## config.mk

```make
export PLATFORM = sky130hd
export DESIGN_NAME = limber_gnrl_pipe
export DESIGN_NICKNAME = d
export VERILOG_FILES = /design/src/rtl/limber_gnrl_pipe.sv
export SDC_FILE = /design/constraint.sdc
export NUM_CORES = 1
export LEC_CHECK = 0
export CAP_MARGIN = 20
export CORE_MARGIN = 2
export CORE_UTILIZATION = 44
export CTS_BUF_LIST = sky130_fd_sc_hd__clkbuf_4 sky130_fd_sc_hd__clkbuf_8
export DETAILED_ROUTE_END_ITERATION = 7
export PLACE_DENSITY = 0.73
export REMOVE_ABC_BUFFERS = 1
export SYNTH_ARGS = -nofsm -noshare
export SYNTH_HDL_FRONTEND = slang
export SYNTH_SLANG_ARGS = --single-unit
```

## constraint.sdc

```tcl
create_clock -name clk -period 2.15 [get_ports clk]
set_input_delay 0.215 -clock clk [delete_from_list [all_inputs] [get_ports clk]]
set_output_delay 0.215 -clock clk [all_outputs]
set_load 0.05 [all_outputs]
```

## src/rtl/limber_gnrl_pipe.sv

```systemverilog
// Elastic register pipeline with valid/ready handshakes on both ends. Bubbles collapse forward.
// Optional synchronous flush port is compiled in when LIMBER_GNRL_PIPE_FLUSH_EN is defined.
module limber_gnrl_pipe #(
    parameter int DW     = 8,
    parameter int STAGES = 2
) (
    input  logic                        clk,
    input  logic                        rst_n,
`ifdef LIMBER_GNRL_PIPE_FLUSH_EN
    input  logic                        flush,
`endif
    input  logic                        i_vld,
    output logic                        i_rdy,
    input  logic [DW-1:0]               i_dat,
    output logic                        o_vld,
    input  logic                        o_rdy,
    output logic [DW-1:0]               o_dat,
    output logic [$clog2(STAGES+1)-1:0] o_cnt
);

    localparam int CW = $clog2(STAGES + 1);

    logic [STAGES-1:0] vld_r;
    logic [DW-1:0]     dat_r [STAGES];
    logic [CW-1:0]     cnt_r;
    logic [STAGES-1:0] acc_s;
    logic [STAGES-1:0] load_s;
    logic [STAGES-1:0] leave_s;
    logic [STAGES-1:0] vld_nxt_s;
    logic              chain_s;
    logic              flush_s;
    logic              in_xfer_s;
    logic              out_xfer_s;

`ifdef LIMBER_GNRL_PIPE_FLUSH_EN
    assign flush_s = flush;
`else
    assign flush_s = 1'b0;
`endif

    // Accept chain: a slot can load when it is empty or everything downstream of it moves.
    always_comb begin
        acc_s   = '0;
        chain_s = o_rdy;
        for (int k = STAGES - 1; k >= 0; k--) begin
            acc_s[k] = ~vld_r[k] | chain_s;
            chain_s  = acc_s[k];
        end
    end

    assign i_rdy = acc_s[0] & ~flush_s;

    // Per-slot load/leave decisions and next valid vector.
    always_comb begin
        load_s     = '0;
        leave_s    = '0;
        vld_nxt_s  = '0;
        in_xfer_s  = i_vld & i_rdy;
        out_xfer_s = vld_r[STAGES-1] & o_rdy;
        load_s[0]  = in_xfer_s;
        for (int k = 1; k < STAGES; k++) begin
            load_s[k] = vld_r[k-1] & acc_s[k] & ~flush_s;
        end
        for (int k = 0; k < STAGES - 1; k++) begin
            leave_s[k] = load_s[k+1];
        end
        leave_s[STAGES-1] = out_xfer_s;
        for (int k = 0; k < STAGES; k++) begin
            if (flush_s) begin
                vld_nxt_s[k] = 1'b0;
            end else begin
                vld_nxt_s[k] = load_s[k] | (vld_r[k] & ~leave_s[k]);
            end
        end
    end

    // Slot state, data and occupancy registers.
    always_ff @(posedge clk) begin
        if (!rst_n) begin
            vld_r <= '0;
            cnt_r <= '0;
            for (int k = 0; k < STAGES; k++) begin
                dat_r[k] <= '0;
            end
        end else begin
            vld_r <= vld_nxt_s;
            if (flush_s) begin
                cnt_r <= '0;
            end else begin
                cnt_r <= cnt_r + CW'(in_xfer_s) - CW'(out_xfer_s);
            end
            if (load_s[0]) begin
                dat_r[0] <= i_dat;
            end
            for (int k = 1; k < STAGES; k++) begin
                if (load_s[k]) begin
                    dat_r[k] <= dat_r[k-1];
                end
            end
        end
    end

    assign o_vld = vld_r[STAGES-1];
    assign o_dat = dat_r[STAGES-1];
    assign o_cnt = cnt_r;

endmodule

```

==> results of run 1 <==
## area by class of cell
| type | instances | area share, % |
|---|---|---|
| clock buffers | 3 | 1.917 |
| clock inverters | 1 | 2.556 |
| inverters | 4 | 1.278 |
| multi-input cells | 46 | 22.36 |
| flip-flops and latches | 20 | 47.71 |
| well taps | 27 | 2.875 |
| repair buffers | 26 | 21.30 |
## metal layers
layer	wire length [microns]	track usage, %
met5	0	0
met4	19	6.944
met3	37	1.818
met2	712	20.83
met1	531	12.33
## stage by stage
stage | hold WS (ns) | total power, mW
floorplan | 0.3326 | 0.5779
global route | 0.5519 | 0.9717
global placement | 0.5315 | 0.6447
CTS | 0.5568 | 0.9441
finish | 0.5643 | 0.9366
detailed placement | 0.5555 | 0.6496
## flip-flops by register name, indices dropped and copies added, names as in the netlist
name   count
dat_r     16
o_cnt      2
vld_r      2
## power breakdown
| part | switching (mW) | total (mW) | internal (mW) |
|---|---|---|---|
| sequential | 0.0110 | 0.463 | 0.452 |
| combinational | 0.106 | 0.176 | 0.0707 |
| clock | 0.110 | 0.298 | 0.188 |
## cells by family (layout without fill, tap and decap cells)
family                     Yosys count  count (layout)
AOI/OAI and AO/OA                    4               4
and+or+nand+nor                     39              39
buffers and inverters               17              34
DFF                                 20              20
xor gates and xnor gates             1               1
adders and majority gates            2               2
## final timing paths
| kind | start | endpoint | slack [ns] |
|---|---|---|---|
| min reg2reg | vld_r[0] | vld_r[1] | 0.58 |
| min | i_dat[7] | dat_r[0][7] | 0.56 |
| max reg2reg | vld_r[0] | o_cnt[1] | 0.58 |
| max | vld_r[1] | o_vld | 0.43 |
## synthesized netlist by cell type, drive strengths merged (2+ instances only)
cell,instances,share of area [%]
inv,4,1.6
dfxtp,4,8.6
ha,2,2.7
edfxtp,16,51
nor3,16,8.6
and2,2,1.3
o21ai,2,1.1
buf,12,9.9
o21a,2,1.6
nor2b,2,1.3
nand2,16,6.4
==> flow_summary.json, run 1 <==
{
  "pin_count": 24,
  "drv_slew": 0,
  "cp.depth": 1,
  "place_inst": 123,
  "synth_compound_area_share_pct": 2.677,
  "fin_util_pct": 59.28,
  "fin_ws_ns": 0.4347,
  "outcome": "finished, final reports clean",
  "row_count": 16,
  "relSlewSlack_pct": 38.66,
  "holdBufCountCts": 0,
  "ys.flop_type": "edfxtp_1",
  "nets": 115,
  "ctsResizeCount": 0,
  "path_max_fanout": 4,
  "cts_tree": "yes",
  "finalNonFillerCells": 127,
  "drc": 0,
  "worstMarginPinSlew_ns": 0.9105,
  "final_cell_mix": "clkdlybuf4s50_1 (22), nand2_1 (16), nor3_1 (16), edfxtp_1 (16)",
  "crit_path_end_kind": "output port",
  "grt_max_degree": 22,
  "path_delay_family": "buffers and inverters",
  "async_reset_ff_share_pct": 0,
  "ant_nets": 0,
  "grt_use_total_pct": 11.51,
  "crit_required_ns": 1.93,
  "clock-sinks": 20,
  "grt_overflow": 0,
  "startpoint_type": "flop",
  "whs_path_depth": 3,
  "synthSimpleGateAreaFrac_pct": 20.35,
  "mostFrequentLayoutCell": "clkdlybuf4s50_1",
  "start_util_pct": 47.16,
  "clk_pin_slew_worst_paths_ns": 0.11,
  "slowest_delay_ns": 0.83,
  "worstPathArrival_ns": 1.50,
  "synth_cells": 83,
  "worstRegToRegCells": 7,
  "min_period_ns": 1.715,
  "cpMaxStageDelayCell": "clkdlybuf4s50_1",
  "die_x_microns": 50.09,
  "synthesis.area_sq_um": 934.6,
  "hold_violations": 0,
  "synth_xor_area_share_pct": 2.410,
  "first_iter_violations": 7,
  "max_freq_mhz": 583.0,
  "drive_gt1_share_pct": 10.00,
  "grt_pass1_vias": 493,
  "yosysSeqAreaShare_pct": 59.97,
  "path_buf_inv": 1,
  "multiInputGateArea_sq_um": 262.8,
  "firstDrtPassIters": 4,
  "syn_avg_cell_area_sq_um": 11.26,
  "ir_drop_mv": 0.4661,
  "grt_first_pass_wirelength_microns": 2132,
  "synthMuxAreaShare_pct": 0,
  "finalClockSkew_ns": 0.002320,
  "cts_root_buffer": "clkbuf_4",
  "via_per_inst": 4.575,
  "gp_congestion": 0.6910,
  "wl_per_cell_microns": 10.24,
  "cts_setup_buffers": 0,
  "drv_cap": 0,
  "critPathKind": "reg -> out",
  "routed_wl_microns": 1300,
  "stdcell_area_sq_mm": 0.001175,
  "fillers": 166,
  "dieArea_sq_mm": 0.002509,
  "crit_chain": "clkdlybuf4s50_1",
  "pre_cts_slack_ns": 0.2017,
  "cts_buffers": 3,
  "powerDensity_mw_per_mm2": 797.2,
  "synth_edf_count": 16,
  "place_area_sq_mm": 0.001122,
  "h-tree-depth": 1,
  "synth_top_family_by_area": "simple AND/OR/NAND/NOR gates",
  "dr_total_vias": 581,
  "fin_crit_sh_pct": 79.78,
  "finalSetupViolCount": 0,
  "clockBufferDepth": 2,
  "dp_hpwl_microns": 962,
  "regArea_sq_um": 560.5,
  "rsz0062_at_grt": "no",
  "grt_antenna_before_repair": 0,
  "area_growth_pct": 25.70,
  "leakagePower_nw": 0.4576,
  "die_y_microns": 50.09,
  "core_sq_mm": 0.001982,
  "ys_types": 18,
  "hold_class": "in -> reg",
  "ys_seq_elements": 20,
  "finalSetupTns_ns": 0,
  "synth_warnings": 0,
  "clk_latency_ns": 0.29,
  "synth-adder-area-share_pct": 2.677,
  "portBuffers": 23,
  "n_antenna_cell": 0
}
No activity file was read; power rests on OpenSTA's default activity.
==> inputs of run 2 (changes only) <==
==> constraint.sdc (replaced) <==
create_clock -name clk -period 1.6 [get_ports clk]
set_input_delay 0.16 -clock clk [delete_from_list [all_inputs] [get_ports clk]]
set_output_delay 0.16 -clock clk [all_outputs]
set_load 0.05 [all_outputs]
==> run 2 against run 1 <==
Against the previous run: clock power is 24% lower; die area unchanged; clock skew is 0.0016 ns higher; worst hold slack worse by 0.049 ns; critical path depth up 7; first-iteration DRC count fell by 14%; core utilization unchanged; clock-buffer cell count stayed put; via count decreased by 0.17%; global-route usage is 0.86 points lower; critical path type is now in -> reg.
==> flow_summary.json, run 2 (same netlist as run 1, synthesis figures left out) <==
{
  "final_cell_mix": "buf_4 (17), nand2_1 (16), nor3_1 (16), edfxtp_1 (16), clkdlybuf4s50_1 (11)",
  "pwr-share-seq_pct": 57.2,
  "whs_path_depth": 3,
  "drv_slew": 0,
  "die_y_microns": 50.09,
  "ir_drop_mv": 0.4270,
  "finalSetupViolCount": 0,
  "drc": 0,
  "worstPathArrival_ns": 1.76,
  "finalClockSkew_ns": 0.003962,
  "first_iter_violations": 6,
  "firstDrtPassIters": 2,
  "clock-sinks": 20,
  "drv_cap": 0,
  "outcome": "finished, final reports clean",
  "grt_first_pass_wirelength_microns": 1966,
  "min-delay-start": "i_dat[3]",
  "path_max_fanout": 2,
  "pin_count": 24,
  "reg2reg_to": "o_cnt[1]",
  "grt_antenna_before_repair": 0,
  "fin_crit_sh_pct": 95.55,
  "finalSetupTns_ns": 0,
  "worstMarginPinSlew_ns": 0.4987,
  "routed_wl_microns": 1210,
  "gp_congestion": 0.7139,
  "area_growth_pct": 25.70,
  "row_count": 16,
  "cpMaxStageDelayCell": "clkdlybuf4s50_1",
  "fillers": 162,
  "ant_nets": 0,
  "critPathKind": "in -> reg",
  "combPwrFrac_pct": 22.1,
  "rsz0062_at_grt": "no",
  "hold_class": "in -> reg",
  "r2r_slack_ns": 0.09,
  "dp_hpwl_microns": 911.3,
  "die_x_microns": 50.09,
  "p_sw_share_pct": 26.89,
  "grt_overflow": 0,
  "clock_power_share_pct": 20.7,
  "relSlewSlack_pct": 66.70,
  "regMostFlops": "dat_r",
  "dieArea_sq_mm": 0.002509,
  "powerDensity_mw_per_mm2": 924.3,
  "nets": 120,
  "n_antenna_cell": 0,
  "min_period_ns": 1.529,
  "h-tree-depth": 1,
  "startpoint_type": "primary input",
  "clockBufferDepth": 2,
  "drive_gt1_share_pct": 21.90,
  "min_to": "dat_r[0][3]",
  "switchingPower_uw": 292.0,
  "grt_pass1_vias": 483,
  "worstRegToRegCells": 7,
  "clk_latency_ns": 0.28,
  "holdWs_ns": 0.5156,
  "hold_violations": 0,
  "slowest_delay_ns": 0.48,
  "path_delay_family": "buffers and inverters",
  "cts_buffers": 3,
  "grt_max_degree": 20,
  "core_sq_mm": 0.001982,
  "max_freq_mhz": 654.1,
  "clk_pin_slew_worst_paths_ns": 0.10,
  "portBuffers": 23,
  "grt_use_total_pct": 10.65,
  "mostFrequentLayoutCell": "buf_4",
  "start_util_pct": 47.16,
  "leakagePower_nw": 0.5190,
  "crit_chain": "clkdlybuf4s50_1, and3b_4, nand2b_1, ha_1, inv_1, ha_1, xnor3_1, nor2b_1",
  "via_per_inst": 4.394,
  "fin_util_pct": 59.28,
  "wl_per_cell_microns": 9.167,
  "crit_required_ns": 1.83,
  "timing.rr.start": "vld_r[0]",
  "crit_path_end_kind": "flop",
  "crit_top_cell": "ha_1",
  "cts_tree": "yes",
  "path_buf_inv": 2,
  "cts_root_buffer": "clkbuf_4",
  "largest_reg_flops": 16,
  "internal_power_uw": 793.9,
  "cts_setup_buffers": 0,
  "dr_total_vias": 580
}
==> run 2: worst max path at each step <==
| stage | from | to | slack, ns | depth (start not counted) |
|---|---|---|---|---|
| floorplan | vld_r[1] | o_cnt[1] | -0.31 | 7 |
| global placement | o_rdy | o_cnt[1] | -0.17 | 8 |
| detailed placement | o_rdy | o_cnt[1] | -0.24 | 8 |
| CTS | dat_r[0][11] | o_dat[3] | 0.02 | 1 |
| global route | vld_r[1] | i_rdy | 0.01 | 4 |
| finish | o_rdy | o_cnt[1] | 0.07 | 8 |
==> run 2: per-layer routing <==
metal  vias to the layer above  global-route usage [%]  part of all wire [%]
li1                        319                       -                     -
met1                       245                   12.65                    44
met2                        14                   16.67                    49
met3                         2                   1.818                   4.6
met4                         0                   8.796                   2.2
met5                         -                       0                     0
==> run 2: stage by stage <==
step                      setup slack, ns  area (sq um)  power (mW)  std cells
after global placement            -0.1742          1140      0.8694        128
after CTS                         0.01556          1166       1.096        132
after detailed placement          -0.2373          1140      0.8757        128
after global routing              0.01272          1175       1.142        132
final                             0.07127          1175       1.086        132
after floorplan                   -0.3097         838.3      0.7765         70
==> run 2: what timing repair did <==
item,in CTS,in global routing
setup endpoints to repair,0,4
hold buffers,0,0
gates resized for setup,0,4
==> run 2: layout make-up <==
class	instances	area [sq um]	share of cell area (%)
Clock buffer	3	22.52	1.917
Clock inverter	1	3.754	0.3195
Inverter	4	15.01	1.278
Multi-Input combinational cell	46	262.8	22.36
Sequential cell	20	561.8	47.82
Tap cell	27	33.78	2.875
Timing Repair Buffer	31	275.3	23.43
==> run 2: tightest hold or removal path: cells and delay by family <==
family,cells,cell delay (ns)
and+or+nand+nor,2,0.09
buffers and inverters,1,0.39
==> run 2: power groups by stage <==
stage	logic [mW]	clock network, mW	registers (mW)
after global routing	0.255	0.261	0.626
final	0.240	0.225	0.621
after floorplan	0.0568	0	0.720
after global placement	0.237	0	0.632
after detailed placement	0.242	0	0.634
after CTS	0.242	0.232	0.622
